===== src/rtl/mul_share_pkg.sv =====
// Shared types and constants for the multiplier-sharing controller.
// MUL_SIGNED_EN adds the FIXUP state used for signed-result correction.
package mul_share_pkg;

  localparam int MUL_W = 32;
  localparam int PW    = 2 * MUL_W;
  localparam int CNT_W = 4;

  typedef logic owner_t;

  typedef enum logic [1:0] {
    ST_IDLE   = 2'd0,
    ST_SETTLE = 2'd1,
    ST_RESP   = 2'd2
`ifdef MUL_SIGNED_EN
    ,
    ST_FIXUP  = 2'd3
`endif
  } state_t;

endpackage


===== src/rtl/mul_share_ctrl_rr_arb2.sv =====
// Two-requester round-robin arbiter; the pointer moves to the loser after each grant.
module rr_arb2
  import mul_share_pkg::*;
(
  input  logic       clk,
  input  logic       rst_n,
  input  logic [1:0] req,
  input  logic       advance,
  output logic [1:0] grant,
  output owner_t     grant_id
);

  owner_t rr_q, rr_d;

  always_comb begin
    grant    = 2'b00;
    grant_id = 1'b0;
    case (req)
      2'b01: grant = 2'b01;
      2'b10: begin
        grant    = 2'b10;
        grant_id = 1'b1;
      end
      2'b11: begin
        grant    = rr_q ? 2'b10 : 2'b01;
        grant_id = rr_q;
      end
      default: ;
    endcase
    rr_d = rr_q;
    if (advance && (grant != 2'b00)) rr_d = ~grant_id;
  end

  always_ff @(posedge clk or negedge rst_n) begin
    if (!rst_n) rr_q <= 1'b0;
    else        rr_q <= rr_d;
  end

endmodule


===== src/rtl/mul_share_ctrl.sv =====
// Shares one combinational multiplier between two requesters (IDLE -> SETTLE -> RESP).
// Define MUL_SIGNED_EN to support signed operations via an extra FIXUP cycle.
//
// Handshakes: a request transfers on a cycle with req_valid[i] & req_ready[i]; a
// result transfers on a cycle with rsp_valid[i] & rsp_ready[i]. Valid, once raised,
// is held with stable data until the transfer.
module mul_share_ctrl
  import mul_share_pkg::*;
#(
  parameter int WIDTH  = MUL_W,
  parameter int SETTLE = 3
) (
  input  logic                 clk,
  input  logic                 rst_n,
  input  logic [1:0]           req_valid,
  output logic [1:0]           req_ready,
  input  logic [WIDTH-1:0]     req_a0,
  input  logic [WIDTH-1:0]     req_b0,
  input  logic [WIDTH-1:0]     req_a1,
  input  logic [WIDTH-1:0]     req_b1,
  input  logic [1:0]           req_sgn,
  output logic [WIDTH-1:0]     mul_x,
  output logic [WIDTH-1:0]     mul_y,
  input  logic [2*WIDTH-1:0]   mul_p,
  output logic [1:0]           rsp_valid,
  input  logic [1:0]           rsp_ready,
  output logic [2*WIDTH-1:0]   rsp_data,
  output logic                 busy
);

  localparam int PW_L = 2 * WIDTH;

  state_t           state_q, state_d;
  owner_t           owner_q, owner_d;
  logic [CNT_W-1:0] cnt_q, cnt_d;
  logic [WIDTH-1:0] mul_x_q, mul_x_d, mul_y_q, mul_y_d;
  logic [PW_L-1:0]  rsp_data_q, rsp_data_d;
  logic [1:0]       grant;
  owner_t           grant_id;
  logic             idle;
  logic [WIDTH-1:0] sel_a, sel_b;

  assign idle  = (state_q == ST_IDLE);
  assign sel_a = grant_id ? req_a1 : req_a0;
  assign sel_b = grant_id ? req_b1 : req_b0;

  rr_arb2 u_arb (
    .clk      (clk),
    .rst_n    (rst_n),
    .req      (req_valid),
    .advance  (idle),
    .grant    (grant),
    .grant_id (grant_id)
  );

`ifdef MUL_SIGNED_EN
  logic neg_q, neg_d;
  logic sel_sgn;

  assign sel_sgn = req_sgn[grant_id];

  // Most negative value negates to itself, which reads correctly as unsigned 2^(W-1).
  function automatic logic [WIDTH-1:0] mag(input logic [WIDTH-1:0] v, input logic s);
    return (s && v[WIDTH-1]) ? (~v + 1'b1) : v;
  endfunction
`else
  logic unused_sgn;
  assign unused_sgn = ^req_sgn;
`endif

  always_comb begin
    state_d    = state_q;
    owner_d    = owner_q;
    cnt_d      = cnt_q;
    mul_x_d    = mul_x_q;
    mul_y_d    = mul_y_q;
    rsp_data_d = rsp_data_q;
`ifdef MUL_SIGNED_EN
    neg_d      = neg_q;
`endif
    case (state_q)
      ST_IDLE: begin
        if (grant != 2'b00) begin
          owner_d = grant_id;
          cnt_d   = CNT_W'(SETTLE - 1);
          state_d = ST_SETTLE;
`ifdef MUL_SIGNED_EN
          mul_x_d = mag(sel_a, sel_sgn);
          mul_y_d = mag(sel_b, sel_sgn);
          neg_d   = sel_sgn & (sel_a[WIDTH-1] ^ sel_b[WIDTH-1]);
`else
          mul_x_d = sel_a;
          mul_y_d = sel_b;
`endif
        end
      end
      ST_SETTLE: begin
        if (cnt_q == '0) begin
          rsp_data_d = mul_p;
`ifdef MUL_SIGNED_EN
          state_d    = ST_FIXUP;
`else
          state_d    = ST_RESP;
`endif
        end else begin
          cnt_d = cnt_q - CNT_W'(1);
        end
      end
`ifdef MUL_SIGNED_EN
      ST_FIXUP: begin
        if (neg_q) rsp_data_d = ~rsp_data_q + 1'b1;
        state_d = ST_RESP;
      end
`endif
      ST_RESP: begin
        if (rsp_ready[owner_q]) state_d = ST_IDLE;
      end
      default: state_d = ST_IDLE;
    endcase
  end

  always_ff @(posedge clk or negedge rst_n) begin
    if (!rst_n) begin
      state_q    <= ST_IDLE;
      owner_q    <= 1'b0;
      cnt_q      <= '0;
      mul_x_q    <= '0;
      mul_y_q    <= '0;
      rsp_data_q <= '0;
    end else begin
      state_q    <= state_d;
      owner_q    <= owner_d;
      cnt_q      <= cnt_d;
      mul_x_q    <= mul_x_d;
      mul_y_q    <= mul_y_d;
      rsp_data_q <= rsp_data_d;
    end
  end

`ifdef MUL_SIGNED_EN
  always_ff @(posedge clk or negedge rst_n) begin
    if (!rst_n) neg_q <= 1'b0;
    else        neg_q <= neg_d;
  end
`endif

  assign req_ready = idle ? grant : 2'b00;
  assign rsp_valid = (state_q == ST_RESP) ? (owner_q ? 2'b10 : 2'b01) : 2'b00;
  assign mul_x     = mul_x_q;
  assign mul_y     = mul_y_q;
  assign rsp_data  = rsp_data_q;
  assign busy      = !idle;

endmodule


===== config.mk =====
export PLATFORM = sky130hd
export DESIGN_NAME = mul_share_ctrl
export DESIGN_NICKNAME = d
export VERILOG_FILES = /design/src/rtl/mul_share_pkg.sv /design/src/rtl/mul_share_ctrl_rr_arb2.sv /design/src/rtl/mul_share_ctrl.sv
export SDC_FILE = /design/constraint.sdc
export NUM_CORES = 1
export LEC_CHECK = 0
export ABC_CLOCK_PERIOD_IN_PS = 1600
export CAP_MARGIN = 30
export CELL_PAD_IN_SITES_DETAIL_PLACEMENT = 0
export CELL_PAD_IN_SITES_GLOBAL_PLACEMENT = 1
export CORE_MARGIN = 8
export CORE_UTILIZATION = 26
export DETAILED_ROUTE_END_ITERATION = 8
export PLACE_DENSITY_LB_ADDON = 0.1
export SLEW_MARGIN = 30
export SYNTH_ARGS = -nofsm -noshare
export SYNTH_HDL_FRONTEND = slang
export SYNTH_SLANG_ARGS = --single-unit

===== constraint.sdc =====
create_clock -name clk -period 1.6 [get_ports clk]
set_input_delay 0.16 -clock clk [delete_from_list [all_inputs] [get_ports clk]]
set_output_delay 0.16 -clock clk [all_outputs]
set_load 0.01 [all_outputs]

* After elaboration in Yosys (flattened, before gate mapping)
Cells that the tools add are included.
Storage, ports and cells: flip-flop bits (word level) 136, input port bits 200, bits in read-only memories 0, RAM bits 0, bits in latches 0, memories 0
Cells by class: muxes and demuxes 17, shifts and indexed selects 0, $add $sub $neg 1, bitwise logic cells 1, order comparisons 1, $mul 0, eq/ne operators 9, reduce and logical (&&, ||, !) cells 10, divide/modulo/power cells 0
Operators by type and width (count):
- $mux 32 | 2
- $mux 2 | 7
- $pmux 2 s3 | 2
- $mux 4 | 2
- $pmux 4 s2 | 1
- $eq 2x2->1 const B | 3
- $ne 2x2->1 const B | 3
- $reduce_and 3->1 | 2
- $eq 2x1->1 const B | 2
- $logic_not 4->1 | 1
- $reduce_and 2->1 | 2
- $reduce_bool 2->1 | 2
- $sub 4x1->4 const B | 1
- $logic_not 2->1 | 1
- $lt 1x2->1 const B | 1
- $mux 1 | 2
- $ne 2x1->1 const B | 1
- $pmux 1 s2 | 1
- $logic_and 1x1->1 | 1
- $logic_not 1->1 | 1
- $not 1->1 | 1

* Longest topological paths before layout
Gate-level depths: netlist of the first run.
depth after elaboration 5, mapped depth 7, gate-level depth less buffers 5

* Cells and area by module
A second synthesis of the first run with hierarchy kept.
Second synthesis, totals: cell total of the unflattened synthesis 471, area total of the unflattened synthesis 6105.9 µm²
Modules (own cells, without submodules):
- mul_share_ctrl | area each 6043.3 µm², instances 1, cells an instance 464
- rr_arb2 | area each 62.6 µm², instances 1, cells an instance 7

* Worst setup path before layout of the first run
OpenSTA, ideal clock, no wires.
kind register to register, start register cnt_q[0], end register rsp_data_q[14], in the netlist rsp_data[14], setup time 127 ps, stages on the path, launching flop included 8, buffers on the path 2, arrival 1548 ps, slack -75 ps, path through dfrtp_1 inv_1 ha_1 nor3b_2 nand2_1 buf_4 buf_6 mux2_1
On the way: cells in the longest elaborated chain, start to end 2
RTL lines:
- start, declared | line mul_share_ctrl.sv:35 | logic [CNT_W-1:0] cnt_q, cnt_d;
- start signal, assigned | line mul_share_ctrl.sv:133 | cnt_q <= cnt_d;
- $logic_not 4->1 | line mul_share_ctrl.sv:98 | if (cnt_q == '0) begin
- $reduce_and 2->1 (no source line)
- end signal, assigned | line mul_share_ctrl.sv:136 | rsp_data_q <= rsp_data_d;
- end, declared | line mul_share_ctrl.sv:37 | logic [PW_L-1:0] rsp_data_q, rsp_data_d;
No other way between the ends. A chain may end at the register's enable or synchronous reset.

* Worst setup path in the final report of the first run
start register state_q[1], end register cnt_q[3]
On the way: cells in the longest elaborated chain, start to end 3, elaborated cells on any way between the ends 7, those cells by class 3 x eq/ne; 1 x mux; 3 x reduce/logical
RTL lines:
- start, declared | line mul_share_ctrl.sv:33 | state_t state_q, state_d;
- start signal, assigned | line mul_share_ctrl.sv:131 | state_q <= state_d;
- $eq 2x1->1 or $logic_not 2->1 (tied branches) | line mul_share_ctrl.sv:81 | case (state_q)
- $ne 2x2->1 (no source line), or another cell as far along
- $reduce_and 3->1 (no source line)
Several ways; a longest one is shown, not always the timed one.

==> impl_metrics.tcl, run 1 <==
set metrics [dict create \
    outcome "finished with violations" \
    failed_checks "setup timing" \
    yosysSeqAreaShare_pct 58.3 \
    final_design_area_no_fill_sq_um 10400 \
    r2r_slack_ns -0.08 \
    cts_buffers 17 \
    power.density_nw_per_um2 1940 \
    crit_start "state_q[1]" \
    pre_cts_ws_ns -0.322 \
    antenna_found_initial 1 \
    drv_slew 0 \
    grt_start_max_net_pins 43 \
    die_area_sq_um 27500 \
    slowest_delay_ns 0.48 \
    core-area_sq_um 22400 \
    rows 55 \
    drc 0 \
    fillCellCount 2013 \
    slew_headroom_pct 72.6 \
    gp_congestion 0.737 \
    io_pins 333 \
    area_growth_pct 78.1 \
    clk_latency_ns 0.41 \
    worstPathCellList "buf_4 -> or4b_4 -> or4_4 -> a21oi_2" \
    synth_flop_cell "dfrtp_1" \
    rr_endpoint "cnt_q[3]" \
    synth_nets 674 \
    layout_commonest_cell "clkdlybuf4s50_1" \
    final.setup_skew_ns 0.00915 \
    r2r-start "state_q[1]" \
    synth_top_area_share_pct 58.3 \
    avgSynthCellArea_sq_um 12.3 \
    start_kind "flip-flop" \
    grt_pass1_wl_mm 36.2 \
    power_mw 20.2 \
    synth_area_leaders "dfrtp_1, mux2_1, a221o_1, a21boi_0, a31oi_1" \
    multiInputGateArea_sq_um 2330 \
    clk_path_buf_depth 2 \
    cts_root_buffer "clkbuf_16" \
    grt_overflow 0 \
    synth.distinct_cells 37 \
    grt_pass1_vias 5927 \
    cts.htree.levels 4 \
    ys_ff_latch 136 \
    layout_min_cycle_time_ns 1.68 \
    final_util_pct 46.4 \
    dpl.hpwl_mm 17.0 \
    finalHoldViolCount 0 \
    yosys.area.top_type "dfrtp_1" \
    fin_ws_ns -0.0850 \
    cp.required_ns 1.93 \
    synth_cells 473 \
    num_vias 5386 \
    synth-async-reset-ratio_pct 100 \
    tritoncts "yes" \
    worstSetupEndpointType "flip-flop" \
    track_usage_pct 16.6 \
    fp.dieH_um 166 \
    worstRegToRegCells 4 \
    setup_viol 25 \
    ant_nets 0 \
    layout.nets 1020 \
    drt_iter0_drc 199 \
    viasPerCell 4.82 \
    first_pass_iters 4 \
    seq_area_sq_um 3400 \
    wl_per_cell_um 20.7 \
    crit_family "simple AND/OR/NAND/NOR gates" \
    min_path_type "in -> async" \
    start_util_pct 26.1 \
    routed_wl_mm 23.1 \
    rsz0062_at_grt "yes" \
    mappedNetlistArea_sq_um 5830 \
    final.period_utilization_pct 105 \
    tightest_slew_ns 0.411 \
    dpl-instance-area_sq_um 9650 \
    cellLeakagePower_nw 4.30 \
    mostFrequentLayoutCells "clkdlybuf4s50_1, dfrtp_1, a221o_1, a21oi_1" \
    yosys_warnings 0 \
    critPathKind "reg -> reg" \
    cap_viol_max_count 0 \
    clock_sinks 136 \
    synth-edff-count 0 \
    peakVddDrop_v 0.000726 \
    die_x_um 166 \
    drive_above_1_share_pct 15.0 \
    io_buffer_count 330 \
    crit_fanout 4 \
    cp_slowest_cell "or4b_4" \
    fmax_mhz 593 \
    clkTransAtPathRegs_ns 0.06 \
    worstPathArrival_ns 2.02 \
    setup_tns_ns -0.290 \
    critPathBufInv 1 \
]
cells by family after synthesis:
family                     share of synthesized area (%)
AOI/OAI and AO/OA                                   19.6
DFF                                                 58.3
muxes                                               12.5
and+or+nand+nor                                     5.13
buffers and inverters                               4.18
adders and majority gates                          0.214
sequential cells by signal (all words and copies together), names as in the netlist:
name	flops
state_q	2
u_arb.rr_q	1
mul_y	32
mul_x	32
owner_q	1
cnt_q	4
rsp_data	64
worst register-to-register path, stage by stage (launching register included):
cell     delay (ns)
dfrtp_1        0.41
buf_4          0.17
or4b_4         0.48
or4_4          0.42
a21oi_2        0.13
report_power, final:
| part | total [mW] | switching, mW | internal, mW |
|---|---|---|---|
| clock | 3.73 | 1.58 | 2.15 |
| sequential | 6.16 | 0.947 | 5.22 |
| combinational | 10.3 | 4.33 | 5.96 |
| total | 20.2 | 6.86 | 13.3 |
cell type report:
type | instances | area share (%)
Timing Repair Buffer | 371 | 35.8
Sequential cell | 136 | 32.8
Multi-Input combinational cell | 287 | 22.4
Clock buffer | 18 | 4.13
Tap cell | 285 | 3.43
Clock inverter | 13 | 1.14
Inverter | 6 | 0.217
Antenna cell | 2 | 0.0482
Yosys cell counts (2+ instances only):
library cell / count
a21boi_0: 32
a21boi_1: 2
a21oi_1: 34
a221o_1: 34
a31oi_1: 30
buf_2: 12
buf_6: 5
clkbuf_1: 26
dfrtp_1: 136
inv_1: 5
mux2_1: 54
mux2_2: 10
nand2_1: 2
nand2b_1: 2
nand3_1: 30
nor2_1: 6
o21ai_0: 32
o21bai_1: 2
per-layer routing:
layer	global-route usage (%)	up-vias	routed length (um)
li1	-	2468	-
met5	0	-	0
met4	4.74	0	403
met1	20.1	2660	9970
met3	6.63	21	1910
met2	27.0	237	10900
worst max path at each step:
stage | slack (ns) | to | depth (start not counted)
floorplan | -0.03 | rsp_data[14] | 7
detailed placement | -0.32 | req_ready[1] | 4
global placement | -0.33 | req_ready[1] | 4
global route | -0.16 | rsp_data[62] | 6
finish | -0.08 | cnt_q[3] | 4
CTS | -0.07 | cnt_q[3] | 4
through the flow:
stage	instances	hold slack (ns)
after floorplan	473	-0.136
after global routing	1117	0.250
final	1118	0.236
after global placement	1078	0.106
after CTS	1114	0.235
after detailed placement	1078	0.105
what timing repair did:
item / 4_1_cts / 5_1_grt
pin swaps: 1 / 3
hold buffers: 1 / 0
endpoints found under the hold margin: 34 / 0
endpoints found under the setup margin: 89 / 103
gates resized for setup: 42 / 22
cloned: 0 / 0
buffers inserted: 4 / 3
Power figures use the tool's default switching activity.
==> run 2: changes to the inputs <==
--- a/config.mk
+++ b/config.mk
@@ -11,6 +11,7 @@
 export CELL_PAD_IN_SITES_GLOBAL_PLACEMENT = 1
 export CORE_MARGIN = 8
 export CORE_UTILIZATION = 26
+export CTS_CLUSTER_DIAMETER = 40
 export DETAILED_ROUTE_END_ITERATION = 8
 export PLACE_DENSITY_LB_ADDON = 0.1
 export SLEW_MARGIN = 30
==> results of run 2 <==
No change in the layout: final DEF, timing and power equal those of run 1.
